**config.mk**
```make
export PLATFORM = sky130hd
export DESIGN_NAME = ex_mem_pipe_reg_flat
export DESIGN_NICKNAME = d
export VERILOG_FILES = /design/src/rtl/ex_mem_pipe_reg_if.sv /design/src/rtl/ex_mem_pipe_reg.sv /design/src/flat_wrapper.sv
export SDC_FILE = /design/constraint.sdc
export NUM_CORES = 1
export LEC_CHECK = 0
export CORE_ASPECT_RATIO = 1.25
export CORE_MARGIN = 1
export CORE_UTILIZATION = 30
export CTS_CLUSTER_SIZE = 20
export DETAILED_ROUTE_END_ITERATION = 7
export GPL_ROUTABILITY_DRIVEN = 0
export SLEW_MARGIN = 20
export SYNTH_ARGS = -nofsm -noshare
export SYNTH_HDL_FRONTEND = slang
export SYNTH_SLANG_ARGS = --single-unit
```
**constraint.sdc**
```tcl
create_clock -name clk -period 5.65 [get_ports clk]
set_input_delay 0.565 -clock clk [delete_from_list [all_inputs] [get_ports clk]]
set_output_delay 0.565 -clock clk [all_outputs]
set_load 0.05 [all_outputs]
```
**src/rtl/ex_mem_pipe_reg_if.sv**
```systemverilog
// ex_mem_pipe_reg_if: valid/ready bus between the EX stage, the EX/MEM register and the MEM stage.
interface ex_mem_pipe_reg_if #(
  parameter int DATA_W = 32,
  parameter int ADDR_W = 5,
  parameter int CTRL_W = 4
);
  logic              in_valid;
  logic              in_ready;
  logic [CTRL_W-1:0] in_ctrl;
  logic [DATA_W-1:0] in_alu_result;
  logic [DATA_W-1:0] in_write_data;
  logic [ADDR_W-1:0] in_write_reg;
  logic              out_valid;
  logic              out_ready;
  logic [CTRL_W-1:0] out_ctrl;
  logic [DATA_W-1:0] out_alu_result;
  logic [DATA_W-1:0] out_write_data;
  logic [ADDR_W-1:0] out_write_reg;
  modport master (
    output in_valid, in_ctrl, in_alu_result, in_write_data, in_write_reg, out_ready,
    input  in_ready, out_valid, out_ctrl, out_alu_result, out_write_data, out_write_reg
  );
  modport slave (
    input  in_valid, in_ctrl, in_alu_result, in_write_data, in_write_reg, out_ready,
    output in_ready, out_valid, out_ctrl, out_alu_result, out_write_data, out_write_reg
  );
endinterface

```
**src/rtl/ex_mem_pipe_reg.sv**
```systemverilog
// ex_mem_pipe_reg: EX/MEM pipeline register as a two-entry skid buffer with flush, forwarding tap and stall counter.
module ex_mem_pipe_reg #(
  parameter int DATA_W = 32,
  parameter int ADDR_W = 5,
  parameter int CTRL_W = 4,
  parameter int RW_BIT = 2,
  parameter int CNT_W  = 16
) (
  input  logic             clk,
  input  logic             rst,
  input  logic             flush,
  ex_mem_pipe_reg_if.slave bus,
  output logic             fwd_valid,
  output logic [CNT_W-1:0] stall_cnt
);
  typedef enum logic [1:0] {EMPTY, FULL, SKID} state_t;
  state_t state, state_n;
  logic [CTRL_W-1:0] m_ctrl, s_ctrl;
  logic [DATA_W-1:0] m_alu, s_alu, m_wd, s_wd;
  logic [ADDR_W-1:0] m_wr, s_wr;
  logic take_in, main_from_in, skid_from_in, main_from_skid;
  assign bus.out_valid      = state != EMPTY;
  assign bus.in_ready       = state != SKID;
  assign bus.out_ctrl       = bus.out_valid ? m_ctrl : '0;
  assign bus.out_alu_result = m_alu;
  assign bus.out_write_data = m_wd;
  assign bus.out_write_reg  = m_wr;
  assign fwd_valid = bus.out_valid & bus.out_ctrl[RW_BIT] & (|bus.out_write_reg);
  assign take_in        = bus.in_valid & bus.in_ready & !flush;
  assign main_from_in   = take_in & (state == EMPTY | bus.out_ready);
  assign skid_from_in   = take_in & state == FULL & !bus.out_ready;
  assign main_from_skid = !flush & state == SKID & bus.out_ready;
  always_comb begin
    state_n = flush           ? EMPTY :
              state == EMPTY  ? (bus.in_valid ? FULL : EMPTY) :
              state == FULL   ? (bus.out_ready ? (bus.in_valid ? FULL : EMPTY)
                                               : (bus.in_valid ? SKID : FULL)) :
                                (bus.out_ready ? FULL : SKID);
  end
  always_ff @(posedge clk or posedge rst) begin
    if (rst) begin
      state     <= EMPTY;
      m_ctrl    <= '0;
      m_alu     <= '0;
      m_wd      <= '0;
      m_wr      <= '0;
      s_ctrl    <= '0;
      s_alu     <= '0;
      s_wd      <= '0;
      s_wr      <= '0;
      stall_cnt <= '0;
    end else begin
      state <= state_n;
      if (main_from_in) begin
        m_ctrl <= bus.in_ctrl;
        m_alu  <= bus.in_alu_result;
        m_wd   <= bus.in_write_data;
        m_wr   <= bus.in_write_reg;
      end else if (main_from_skid) begin
        m_ctrl <= s_ctrl;
        m_alu  <= s_alu;
        m_wd   <= s_wd;
        m_wr   <= s_wr;
      end
      if (skid_from_in) begin
        s_ctrl <= bus.in_ctrl;
        s_alu  <= bus.in_alu_result;
        s_wd   <= bus.in_write_data;
        s_wr   <= bus.in_write_reg;
      end
      // counts held cycles regardless of flush; saturates instead of wrapping
      if (bus.out_valid & !bus.out_ready & ~&stall_cnt)
        stall_cnt <= stall_cnt + 1'b1;
    end
  end
endmodule

```
**src/flat_wrapper.sv**
```systemverilog
// flat-port wrapper written by rule: the top's interface ports become plain ports
module ex_mem_pipe_reg_flat 
#(
  parameter int DATA_W = 32,
  parameter int ADDR_W = 5,
  parameter int CTRL_W = 4,
  parameter int RW_BIT = 2,
  parameter int CNT_W  = 16
)
  (clk, rst, flush, fwd_valid, stall_cnt, bus_in_valid, bus_in_ctrl, bus_in_alu_result, bus_in_write_data, bus_in_write_reg, bus_out_ready, bus_in_ready, bus_out_valid, bus_out_ctrl, bus_out_alu_result, bus_out_write_data, bus_out_write_reg);
  ex_mem_pipe_reg_if #(.DATA_W(DATA_W), .ADDR_W(ADDR_W), .CTRL_W(CTRL_W)) bus_i ();
  input  logic clk;
  input  logic rst;
  input  logic flush;
  output logic fwd_valid;
  output logic [CNT_W-1:0] stall_cnt;
  input wire logic [$bits(bus_i.in_valid)-1:0] bus_in_valid;
  input wire logic [$bits(bus_i.in_ctrl)-1:0] bus_in_ctrl;
  input wire logic [$bits(bus_i.in_alu_result)-1:0] bus_in_alu_result;
  input wire logic [$bits(bus_i.in_write_data)-1:0] bus_in_write_data;
  input wire logic [$bits(bus_i.in_write_reg)-1:0] bus_in_write_reg;
  input wire logic [$bits(bus_i.out_ready)-1:0] bus_out_ready;
  output wire logic [$bits(bus_i.in_ready)-1:0] bus_in_ready;
  output wire logic [$bits(bus_i.out_valid)-1:0] bus_out_valid;
  output wire logic [$bits(bus_i.out_ctrl)-1:0] bus_out_ctrl;
  output wire logic [$bits(bus_i.out_alu_result)-1:0] bus_out_alu_result;
  output wire logic [$bits(bus_i.out_write_data)-1:0] bus_out_write_data;
  output wire logic [$bits(bus_i.out_write_reg)-1:0] bus_out_write_reg;
  assign bus_i.in_valid = bus_in_valid;
  assign bus_i.in_ctrl = bus_in_ctrl;
  assign bus_i.in_alu_result = bus_in_alu_result;
  assign bus_i.in_write_data = bus_in_write_data;
  assign bus_i.in_write_reg = bus_in_write_reg;
  assign bus_i.out_ready = bus_out_ready;
  assign bus_in_ready = bus_i.in_ready;
  assign bus_out_valid = bus_i.out_valid;
  assign bus_out_ctrl = bus_i.out_ctrl;
  assign bus_out_alu_result = bus_i.out_alu_result;
  assign bus_out_write_data = bus_i.out_write_data;
  assign bus_out_write_reg = bus_i.out_write_reg;
  ex_mem_pipe_reg #(.DATA_W(DATA_W), .ADDR_W(ADDR_W), .CTRL_W(CTRL_W), .RW_BIT(RW_BIT), .CNT_W(CNT_W)) u_core (.clk(clk), .rst(rst), .flush(flush), .bus(bus_i), .fwd_valid(fwd_valid), .stall_cnt(stall_cnt));
endmodule
```
Yosys cells after proc, flatten, opt, wreduce, memory -nomap -nowiden
Index checks and enable logic that the tools add are counted.
{"block": "word_totals", "regBits": 164, "output_inout_bits": 92}
{"block": "classes", "addsub": 1, "eq_ne": 3, "n_mux": 16, "bitwise_logic": 12, "n_reduce_logical": 8}
{"cell": "2-to-1 mux 32 bit", "count": 4}
{"cell": "adder 16 x 1 -> 16 bit (second input constant)", "count": 1}
{"cell": "AND reduction 16 bit", "count": 1}
{"cell": "2-to-1 mux 2 bit", "count": 6}
{"cell": "2-to-1 mux 4 bit", "count": 3}
{"cell": "AND 1 bit", "count": 11}
{"cell": "2-to-1 mux 5 bit", "count": 2}
{"cell": "OR reduction 5 bit", "count": 1}
{"cell": "nonzero test 2 bit", "count": 2}
{"cell": "logical NOT 1 bit", "count": 3}
{"cell": "== test 2 x 1 -> 1 bit (second input constant)", "count": 1}
{"cell": "== test 2 bit (second input constant)", "count": 1}
{"cell": "logical NOT 2 bit", "count": 1}
{"cell": "inequality test 2 bit (second input constant)", "count": 1}
{"cell": "2-to-1 mux 1 bit", "count": 1}
{"cell": "OR 1 bit", "count": 1}

Logic depth before layout (Yosys ltp)
Gate-level depths: netlist of run 1.
{"block": "logic_depth", "depth_word": 5, "ltp_mapped": 7}

Worst setup path after synthesis of run 1
Ideal clock, no wire load.
{"block": "synth_path", "path_type": "register -> output", "startpoint": "register u_core.state[0]", "endpoint": "output fwd_valid", "arrival_time_ps": 1782, "t_required_ps": 5085, "setup_slack_ps": 3303, "stages_incl_launch_ff": 4, "path_buffers": 0, "path_cell_list": "dfrtp_1 > nor2_2 > nor2b_1 > o21a_1"}
{"block": "synth_between", "elab_chain_len": 4}
{"item": "start, declared", "line": "ex_mem_pipe_reg.sv:17", "text": "state_t state, state_n;"}
{"item": "start signal, assigned", "line": "ex_mem_pipe_reg.sv:53", "text": "state <= state_n;"}
{"item": "nonzero test 2 bit", "line": "ex_mem_pipe_reg.sv:22", "text": "assign bus.out_valid = state != EMPTY;"}
{"item": "2-to-1 mux 4 bit", "line": "ex_mem_pipe_reg.sv:24", "text": "assign bus.out_ctrl = bus.out_valid ? m_ctrl : '0;"}
{"item": "via bus_out_ctrl[2]", "line": "flat_wrapper.sv:25", "text": "output wire logic [$bits(bus_i.out_ctrl)-1:0] bus_out_ctrl;"}
{"item": "AND 1 bit (2 in a row)", "line": "ex_mem_pipe_reg.sv:28", "text": "assign fwd_valid = bus.out_valid & bus.out_ctrl[RW_BIT] & (|bus.out_write_reg);"}
{"item": "end, declared", "line": "flat_wrapper.sv:15", "text": "output logic fwd_valid;"}
The timed path passes the listed nets, and every way through them passes these cells.

Worst setup path in the final report of run 1
{"block": "layout_path", "startpoint": "register u_core.m_wr[0], in the netlist u_core.bus.out_write_reg[0]", "endpoint": "output fwd_valid"}
{"block": "layout_between", "elab_chain_len": 2}
{"item": "start, declared", "line": "ex_mem_pipe_reg.sv:20", "text": "logic [ADDR_W-1:0] m_wr, s_wr;"}
{"item": "start signal, assigned", "line": "ex_mem_pipe_reg.sv:58", "text": "m_wr <= bus.in_write_reg;"}
{"item": "start signal, assigned", "line": "ex_mem_pipe_reg.sv:63", "text": "m_wr <= s_wr;"}
{"item": "OR reduction 5 bit", "line": "ex_mem_pipe_reg.sv:28"}
{"item": "AND 1 bit", "line": "ex_mem_pipe_reg.sv:28"}
No other way between the ends.

==> results of run 1 <==
## routing by layer
layer  up-vias  share of wire [%]  GRT usage (%)
met5         -                  0              0
met3        10                5.3           4.21
met2       111                 47           23.4
met1      2381                 46           19.5
met4         0               0.86           4.15
li1       2286                  -              -
## power by group through the flow
stage / combinational, mW / sequential [mW] / clock [mW]
floorplan: 0.312 / 1.97 / 0
global placement: 1.04 / 1.61 / 0
detailed placement: 1.05 / 1.62 / 0
CTS: 1.05 / 1.60 / 1.19
global route: 1.11 / 1.64 / 1.25
finish: 1.04 / 1.60 / 1.15
## synth_stat cells (all sizes together), types with 2 or more instances
library cell | instances | share of area, %
dfrtp | 164 | 61
nand2 | 151 | 8.4
mux2 | 75 | 13
a22oi | 73 | 8.2
clkbuf | 26 | 1.5
xor2 | 14 | 1.8
buf | 8 | 0.69
nor3 | 8 | 0.60
nor2b | 5 | 0.47
inv | 4 | 0.22
nand4 | 4 | 0.47
nor2 | 4 | 0.26
nor4 | 4 | 0.69
nand3 | 3 | 0.22
nor4b | 3 | 0.58
a31oi | 2 | 0.19
and4 | 2 | 0.26
ha | 2 | 0.37
or3 | 2 | 0.19
## final timing paths
path                                             start                       endpoint  slack (ns)
max in group asynchronous                          rst  u_core.bus.out_write_data[30]        4.23
min                                   u_core.m_ctrl[2]               u_core.m_ctrl[2]        0.47
max reg2reg                            u_core.state[0]  u_core.bus.out_write_data[27]        3.26
max                        u_core.bus.out_write_reg[0]                      fwd_valid        2.79
min in group asynchronous                          rst               u_core.s_alu[13]        0.50
min reg2reg                           u_core.m_ctrl[2]               u_core.m_ctrl[2]        0.47
## layout make-up
cell class	instances	area, um^2	share of cell area [%]
well taps	279	349	3.75
inverters	4	20.0	0.215
multi-input cells	362	2480	26.6
clock inverters	15	159	1.71
flip-flops and latches	164	4100	44.1
repair buffers	176	1780	19.1
clock buffers	17	425	4.57
## per-stage QoR
step                cell area [um^2]  cells  setup slack [ns]
floorplan                       6720    564             0.652
global placement                8680    983              2.58
detailed placement              8680    983              2.57
CTS                             9270   1015              2.74
global route                    9310   1017              2.72
finish                          9310   1017              2.79
## logic make-up (layout without fill, tap and decap cells)
kind of cell	after synthesis	count (layout)	share of synthesized area, %
xor gates and xnor gates	14	14	1.82
buffers and inverters	38	212	2.36
AOI/OAI and AO/OA	77	77	8.57
adders and majority gates	2	2	0.372
and+or+nand+nor	193	193	13.1
DFF	164	164	61.1
muxes	76	76	12.7
## critical path: stages, from the launching register on
cell,delay [ns]
dfrtp_1,0.42
or4_1,0.59
o21a_1,0.19
clkdlybuf4s50_1,0.69
==> reports/qor.yml, run 1 <==
worst_setup_path:
  critPathRequiredTime_ns: 5.09
  cp-end-kind: "output port"
  start_kind: "flip-flop"
  rr_worst_depth: 5
  critPathKind: "reg -> out"
  path_max_fanout: 3
  crit_arrival_ns: 2.30
cts:
  cts_hold_buffers: 0
  post_cts.repair.setup_buffers: 0
  cts.repair.resized: 0
  cts_tree: "done"
  cts_inserted_buffers: 17
  cts.sinks: 164
  clk_pin_slew_ns: 0.07
  clock_latency_ns: 0.42
  cts_root_buf: "clkbuf_16"
  cts_buffer_depth: 2
  h-tree-depth: 4
worst_hold_path:
  hold_path_depth: 2
  holdCritPathClass: "reg -> reg"
placement:
  io_buffers: 169
  dp_hpwl_mm: 10.1
cells_and_area:
  diodes: 0
  syn2layout_area_growth_pct: 38.6
  finalNetCount: 805
  fin_util_pct: 42.8
  layout-drive-gt1-share_pct: 17.1
  fillCellCount: 2071
  mostFrequentLayoutCells: "clkdlybuf4s50_1, dfrtp_1, nand2_1"
  layout_commonest_cell: "clkdlybuf4s50_1"
detailed_routing:
  via_per_inst: 4.71
  dr.pass1.iters: 4
  vias: 4788
  wl_mm: 16.3
  drc: 0
  drt_iter0_drc: 250
  drtAntennaViolNets: 0
  post_drt_wl_per_cell_um: 16.0
pwr:
  power_mw: 3.79
  internal-power_mw: 2.49
  p_sw_share_pct: 34.4
  power_switching_mw: 1.31
  p_per_area_nw_per_um2: 407
  peakVddDrop_uv: 269
  pwr-share-clk_pct: 30.4
  p_leak_nw: 4.14
  pwr-share-comb_pct: 27.4
  power_frac_seq_pct: 42.1
logic_synthesis:
  synthCells: 564
  yosysSeqAreaShare_pct: 61.1
  syn_avg_cell_area_um2: 11.9
  synthesis.area_um2: 6720
  synth_cell_types: 35
  synth_edf_count: 0
  synth_warnings: 0
  ys.flop_type: "dfrtp_1"
  async_flop_share_pct: 100
  synth-seq-cells: 164
  synth_nets: 644
die:
  initial_core_util_pct: 30.9
  pin_count: 170
  die_w_um: 136
  core_area_um2: 21800
  dieArea_um2: 23000
  row_count: 60
  die_h_um: 169
sta:
  slew_headroom_pct: 42.5
  fmax_ghz: 0.349
  fin_crit_ns: 2.86
  finalCritPeriodShare_pct: 50.7
  slew_violations: 0
  finalSetupViolations: 0
  hold_slack_ns: 0.468
  tightest_slew_ns: 0.862
  grt_setup_unrepaired: "false"
  finClkSkew_ns: 0.00844
  report.final.hold_viol_count: 0
  fin_setup_tns_ns: 0
grt:
  overflow: 0
  antenna_found_initial: 0
  track_usage_pct: 14.7
  grt_pass1_vias: 4854
  grt_pass1_wl_mm: 26.1
  grt_max_degree: 109
status:
  status: "completed"
flow_run:
  maxCapViolCount: 0
No activity file was read; power rests on OpenSTA's default activity.
==> inputs of run 2 (changes only) <==
==> constraint.sdc (replaced) <==
create_clock -name clk -period 2.75 [get_ports clk]
set_input_delay 0.275 -clock clk [delete_from_list [all_inputs] [get_ports clk]]
set_output_delay 0.275 -clock clk [all_outputs]
set_load 0.05 [all_outputs]
==> run 2 against run 1 <==
Compared with the run above:
- hold slack got worse by 0.13 ns
- clock-buffer cell count rose by 1
- global-route usage rose by 0.13 points
- critical path type unchanged
- critical endpoint unchanged
- largest cell class unchanged
- highest routed layer unchanged
==> reports/qor.yml, run 2 (synthesized netlist as in run 1, its figures left out) <==
detailed_routing:
  drc: 0  # unchanged
  drtAntennaViolNets: 0  # unchanged
  wl_mm: 16.0  # -2.0%
  vias: 4820  # +0.67%
  via_per_inst: 4.73  # +0.47%
  post_drt_wl_per_cell_um: 15.7  # -2.2%
  dr.pass1.iters: 6  # +2
  drt_iter0_drc: 196  # -22%
grt:
  grt_pass1_vias: 4972  # +2.4%
  antenna_found_initial: 1  # +1
  grt_pass1_wl_mm: 26.6  # +1.9%
  track_usage_pct: 14.9  # +0.13 points
  grt_max_degree: 89  # -18%
  overflow: 0  # unchanged
sta:
  finalSetupViolations: 0  # unchanged
  finClkSkew_ns: 0.00914  # +0.000701 ns
  grt_setup_unrepaired: "false"
  report.final.hold_viol_count: 0  # unchanged
  fin_ws_ns: 0.259  # -2.53 ns
  fmax_ghz: 0.401
  slew_violations: 0  # unchanged
  tightest_slew_ns: 0.593  # -0.270 ns
  finalCritPeriodShare_pct: 90.6
  hold_slack_ns: 0.342  # -0.126 ns
  slew_headroom_pct: 60.2  # +18 points
  fin_setup_tns_ns: 0  # unchanged
  fin_crit_ns: 2.49
flow_run:
  maxCapViolCount: 0  # unchanged
cts:
  cts.sinks: 164  # unchanged
  cts_root_buf: "clkbuf_16"
  cts_inserted_buffers: 17  # unchanged
  cts.repair.resized: 0  # unchanged
  cts_buffer_depth: 2  # unchanged
  cts_hold_buffers: 0  # unchanged
  clock_latency_ns: 0.42  # about the same
  cts_tree: "done"
  post_cts.repair.setup_buffers: 0  # unchanged
  h-tree-depth: 4  # unchanged
  clk_pin_slew_ns: 0.07  # about the same
worst_setup_path:
  r2r-end: "u_core.stall_cnt[1]"
  cp-end-kind: "output port"
  crit_arrival_ns: 2.22  # -0.08 ns
  cpPeakStageDelay_ns: 0.69  # about the same
  slowest_stage: "clkdlybuf4s50_1"
  r2r_slack_ns: 0.85  # -2.41 ns
  r2r_start: "u_core.stall_cnt[4]"
  path_max_fanout: 3  # unchanged
  path_cells: "or4_1 -> o21a_1 -> clkdlybuf4s50_1"
  critPathRequiredTime_ns: 2.48  # -2.61 ns
  critPathKind: "reg -> out"
  crit_buf_inv: 1  # unchanged
  critical-path-top-delay-family: "buffers and inverters"
  start_kind: "flip-flop"
  rr_worst_depth: 4  # -1
die:
  pin_count: 170  # unchanged
  row_count: 60  # unchanged
  die_w_um: 136  # unchanged
  dieArea_um2: 23000  # unchanged
  die_h_um: 169  # unchanged
  initial_core_util_pct: 30.9  # unchanged
  core_area_um2: 21800  # unchanged
cells_and_area:
  fillCellCount: 2074  # +0.14%
  layout_commonest_cell: "clkdlybuf4s50_1"
  syn2layout_area_growth_pct: 39.1
  mostFrequentLayoutCells: "clkdlybuf4s50_1, dfrtp_1, nand2_1"
  ff_latch_area_um2: 4100  # unchanged
  layout-drive-gt1-share_pct: 17.1  # -0.023 points
  layoutNonFillerInstCount: 1019  # +0.20%
  multi_input_area_um2: 2480  # unchanged
  finalNetCount: 806  # +0.12%
placement:
  io_buffers: 169  # unchanged
  dp_hpwl_mm: 10.0  # -0.97%
  dp_slack_ns: 0.415  # -2.16 ns
  placed_cells: 986  # +0.31%
pwr:
  peakVddDrop_uv: 471  # +75%
  p_leak_nw: 4.14  # about the same
  power_mw: 7.68  # +100%
  p_per_area_nw_per_um2: 821  # +100%
status:
  status: "completed"
worst_hold_path:
  holdCritPathClass: "in -> async"
-- run 2: cell types whose count changed in the layout (fill, tap and decap cells not counted) --
cell,before,now
buf_4,5,1
inv_6,5,4
diode_2,0,1
buf_12,1,7
clkinvlp_4,2,5
inv_8,5,0
clkinv_2,1,3
clkbuf_1,0,1
buf_16,1,0
-- run 2: worst max path at each step --
stage                                           start                            to  slack [ns]  cells after the start
after global routing                  u_core.state[0]                     fwd_valid        0.13                      4
final                     u_core.bus.out_write_reg[0]                     fwd_valid        0.26                      3
after detailed placement                 bus_in_valid               u_core.s_wd[16]        0.41                      5
after floorplan                                   rst  u_core.bus.out_alu_result[0]        0.39                      1
after global placement                   bus_in_valid               u_core.s_wd[14]        0.42                      5
after CTS                 u_core.bus.out_write_reg[3]                     fwd_valid        0.22                      3
-- run 2: routing by layer --
layer  global-route usage (%)  share of wire [%]  vias to the layer above
met4                     3.91               0.88                        0
met5                        0                  0                        -
li1                         -                  -                     2287
met3                     4.48                5.6                       11
met1                     18.9                 45                     2410
met2                     24.4                 49                      112
-- run 2: layout make-up --
| class | count | area share [%] |
|---|---|---|
| clock buffers | 18 | 4.59 |
| repair buffers | 177 | 19.7 |
| well taps | 279 | 3.73 |
| multi-input cells | 362 | 26.5 |
| flip-flops and latches | 164 | 43.9 |
| inverters | 4 | 0.201 |
| diodes | 1 | 0.0268 |
| clock inverters | 14 | 1.37 |
-- run 2: metrics by stage --
step	cell area (um^2)	utilization (%)
global route	9350	42.9
CTS	9350	42.9
global placement	8790	40.4
detailed placement	8790	40.4
finish	9350	42.9
floorplan	6720	-
-- run 2: worst register-to-register path: cells and delay by family, from the launching register on --
kind          cells  cell delay [ns]
simple gates      3             1.02
mux               1             0.30
flops             1             0.46
-- run 2: power by group --
group          switching [mW]  internal [mW]  total, mW
Clock                    1.00           1.25       2.26
Sequential              0.322           2.96       3.28
Combinational            1.27          0.862       2.14
==> inputs of run 3 (changes only) <==
--- a/config.mk
+++ b/config.mk
@@ -7,10 +7,11 @@
 export LEC_CHECK = 0
 export CORE_ASPECT_RATIO = 1.25
 export CORE_MARGIN = 1
-export CORE_UTILIZATION = 30
+export CORE_UTILIZATION = 40
 export CTS_CLUSTER_SIZE = 20
 export DETAILED_ROUTE_END_ITERATION = 7
 export GPL_ROUTABILITY_DRIVEN = 0
+export PLACE_DENSITY = 0.67
 export SLEW_MARGIN = 20
 export SYNTH_ARGS = -nofsm -noshare
 export SYNTH_HDL_FRONTEND = slang
==> run 3 against run 2 <==
Compared with the run above:
- clock-buffer cell count rose by 3
- non-clock buffer count grew 2
- flip-flop and latch count unchanged
- clock power fell by 3%
- sequential power hardly changed
- combinational power barely moved
- final area shrank 0.98%
- cell count shrank 6.1%
- first-iteration DRC count up 42%
- worst setup slack got worse by 0.067 ns
- largest cell class unchanged
==> reports/qor.yml, run 3 (synthesized netlist as in run 1, its figures left out) <==
die:
  pin_count: 170  # unchanged
  initial_core_util_pct: 41.1  # +10 points
  die_h_um: 147  # -13%
  die_w_um: 118  # -13%
  row_count: 52  # -13%
  dieArea_um2: 17300  # -25%
  core_area_um2: 16300  # -25%
sta:
  fmax_ghz: 0.391  # -2.6%
  finalCritPeriodShare_pct: 93.0  # +2.4 points
  finClkSkew_ns: 0.00554  # -0.00360 ns
  finalSetupViolations: 0  # unchanged
  grt_setup_unrepaired: "false"
  fin_crit_ns: 2.56  # +0.0672 ns
  slew_headroom_pct: 56.3  # -3.9 points
  report.final.hold_viol_count: 0  # unchanged
  tightest_slew_ns: 0.651  # +0.0585 ns
  fin_setup_tns_ns: 0  # unchanged
  slew_violations: 0  # unchanged
detailed_routing:
  wl_mm: 16.2  # +1.3%
  drt_iter0_drc: 279  # +42%
  vias: 4950  # +2.7%
  dr.pass1.iters: 4  # -2
  drc: 0  # unchanged
  post_drt_wl_per_cell_um: 16.9  # +7.8%
  via_per_inst: 5.17  # +9.4%
  drtAntennaViolNets: 0  # unchanged
cts:
  cts_inserted_buffers: 17  # unchanged
  clock_latency_ns: 0.42  # about the same
  cts.sinks: 164  # unchanged
  clk_pin_slew_ns: 0.06  # about the same
  cts_buffer_depth: 2  # unchanged
  cts.repair.resized: 0  # unchanged
  cts_hold_buffers: 0  # unchanged
  cts_root_buf: "clkbuf_16"
  h-tree-depth: 4  # unchanged
  post_cts.repair.setup_buffers: 0  # unchanged
  cts_tree: "done"
status:
  status: "completed"
worst_setup_path:
  critPathKind: "reg -> out"
  cpPeakStageDelay_ns: 0.70  # about the same
  path_cells: "nor2_2 -> nor2b_1 -> o21a_1 -> clkdlybuf4s50_1"
  path_max_fanout: 10  # +7
  critPathRequiredTime_ns: 2.48  # about the same
  slowest_stage: "clkdlybuf4s50_1"
  crit_arrival_ns: 2.28  # +0.06 ns
  rr_worst_depth: 5  # +1
  start_kind: "flip-flop"
  cp-end-kind: "output port"
cells_and_area:
  layout-drive-gt1-share_pct: 17.4  # +0.36 points
  multi_input_area_um2: 2480  # unchanged
  mostFrequentLayoutCells: "clkdlybuf4s50_1, dfrtp_1, nand2_1"
  layout_commonest_cell: "clkdlybuf4s50_1"
  layoutNonFillerInstCount: 957  # -6.1%
  syn2layout_area_growth_pct: 37.8
  finalNetCount: 808  # +0.25%
  ff_latch_area_um2: 4100  # unchanged
  diodes: 0  # -1
  fillCellCount: 1409  # -32%
placement:
  dp_hpwl_mm: 10.7  # +7.2%
  io_buffers: 169  # unchanged
  placed_cells: 925  # -6.2%
grt:
  grt_pass1_vias: 5195  # +4.5%
  overflow: 0  # unchanged
  antenna_found_initial: 0  # -1
  grt_pass1_wl_mm: 26.7  # +0.36%
  track_usage_pct: 19.6  # +4.7 points
  grt_max_degree: 91  # +2.2%
pwr:
  peakVddDrop_uv: 349  # -26%
  p_per_area_nw_per_um2: 827  # +0.79%
  p_leak_nw: 4.14  # +0.12%
flow_run:
  maxCapViolCount: 0  # unchanged
worst_hold_path:
  holdCritPathClass: "in -> async"
run 3: area by class of cell:
| type | count | share of cell area [%] |
|---|---|---|
| inverter | 4 | 0.203 |
| multi-input combinational | 362 | 26.8 |
| timing repair buffer | 179 | 19.8 |
| clock buffer | 21 | 5.19 |
| tap | 216 | 2.92 |
| clock inverter | 11 | 0.824 |
| sequential | 164 | 44.3 |
run 3: stage by stage:
stage | cell area (um^2) | total power, mW | setup slack, ns | hold slack [ns] | util [%]
6_report | 9260 | 7.66 | 0.192 | 0.351 | 56.7
3_3_place_gp | 8700 | 5.45 | 0.431 | 0.457 | 53.3
4_1_cts | 9260 | 7.75 | 0.156 | 0.348 | 56.7
5_1_grt | 9260 | 8.02 | 0.0940 | 0.384 | 56.7
3_5_place_dp | 8700 | 5.52 | 0.354 | 0.461 | 53.3
2_1_floorplan | 6720 | 4.69 | 0.390 | 0.341 | -
run 3: worst max-delay path: cells and delay by family (launching register included):
| kind | cells | cell delay (ns) |
|---|---|---|
| AOI/OAI and AO/OA | 1 | 0.14 |
| buffers and inverters | 1 | 0.70 |
| DFF | 1 | 0.46 |
| and+or+nand+nor | 2 | 0.57 |
run 3: worst paths after layout:
path,from,end,slack [ns]
max reg2reg,u_core.state[0],u_core.m_ctrl[1],0.78
min in group clk,u_core.bus.out_write_data[31],u_core.bus.out_write_data[31],0.47
min reg2reg,u_core.bus.out_write_data[31],u_core.bus.out_write_data[31],0.47
max,u_core.state[0],fwd_valid,0.19
max in group asynchronous,rst,u_core.stall_cnt[6],2.01
min,rst,u_core.bus.out_alu_result[15],0.35
run 3: power by group:
part / leakage, nW / total, mW / internal, mW / switching (mW)
clock: 0.268 / 2.20 / 1.25 / 0.945
combinational: 1.84 / 2.15 / 0.863 / 1.29
sequential: 2.03 / 3.31 / 2.96 / 0.350
total: 4.14 / 7.66 / 5.08 / 2.58
run 3: layer usage:
layer / GRT usage, % / part of all wire [%] / vias to the layer above
met5: 0 / 0 / -
met4: 6.86 / 1.0 / 0
met3: 4.70 / 4.5 / 11
met2: 33.2 / 52 / 144
met1: 24.4 / 42 / 2491
li1: - / - / 2304
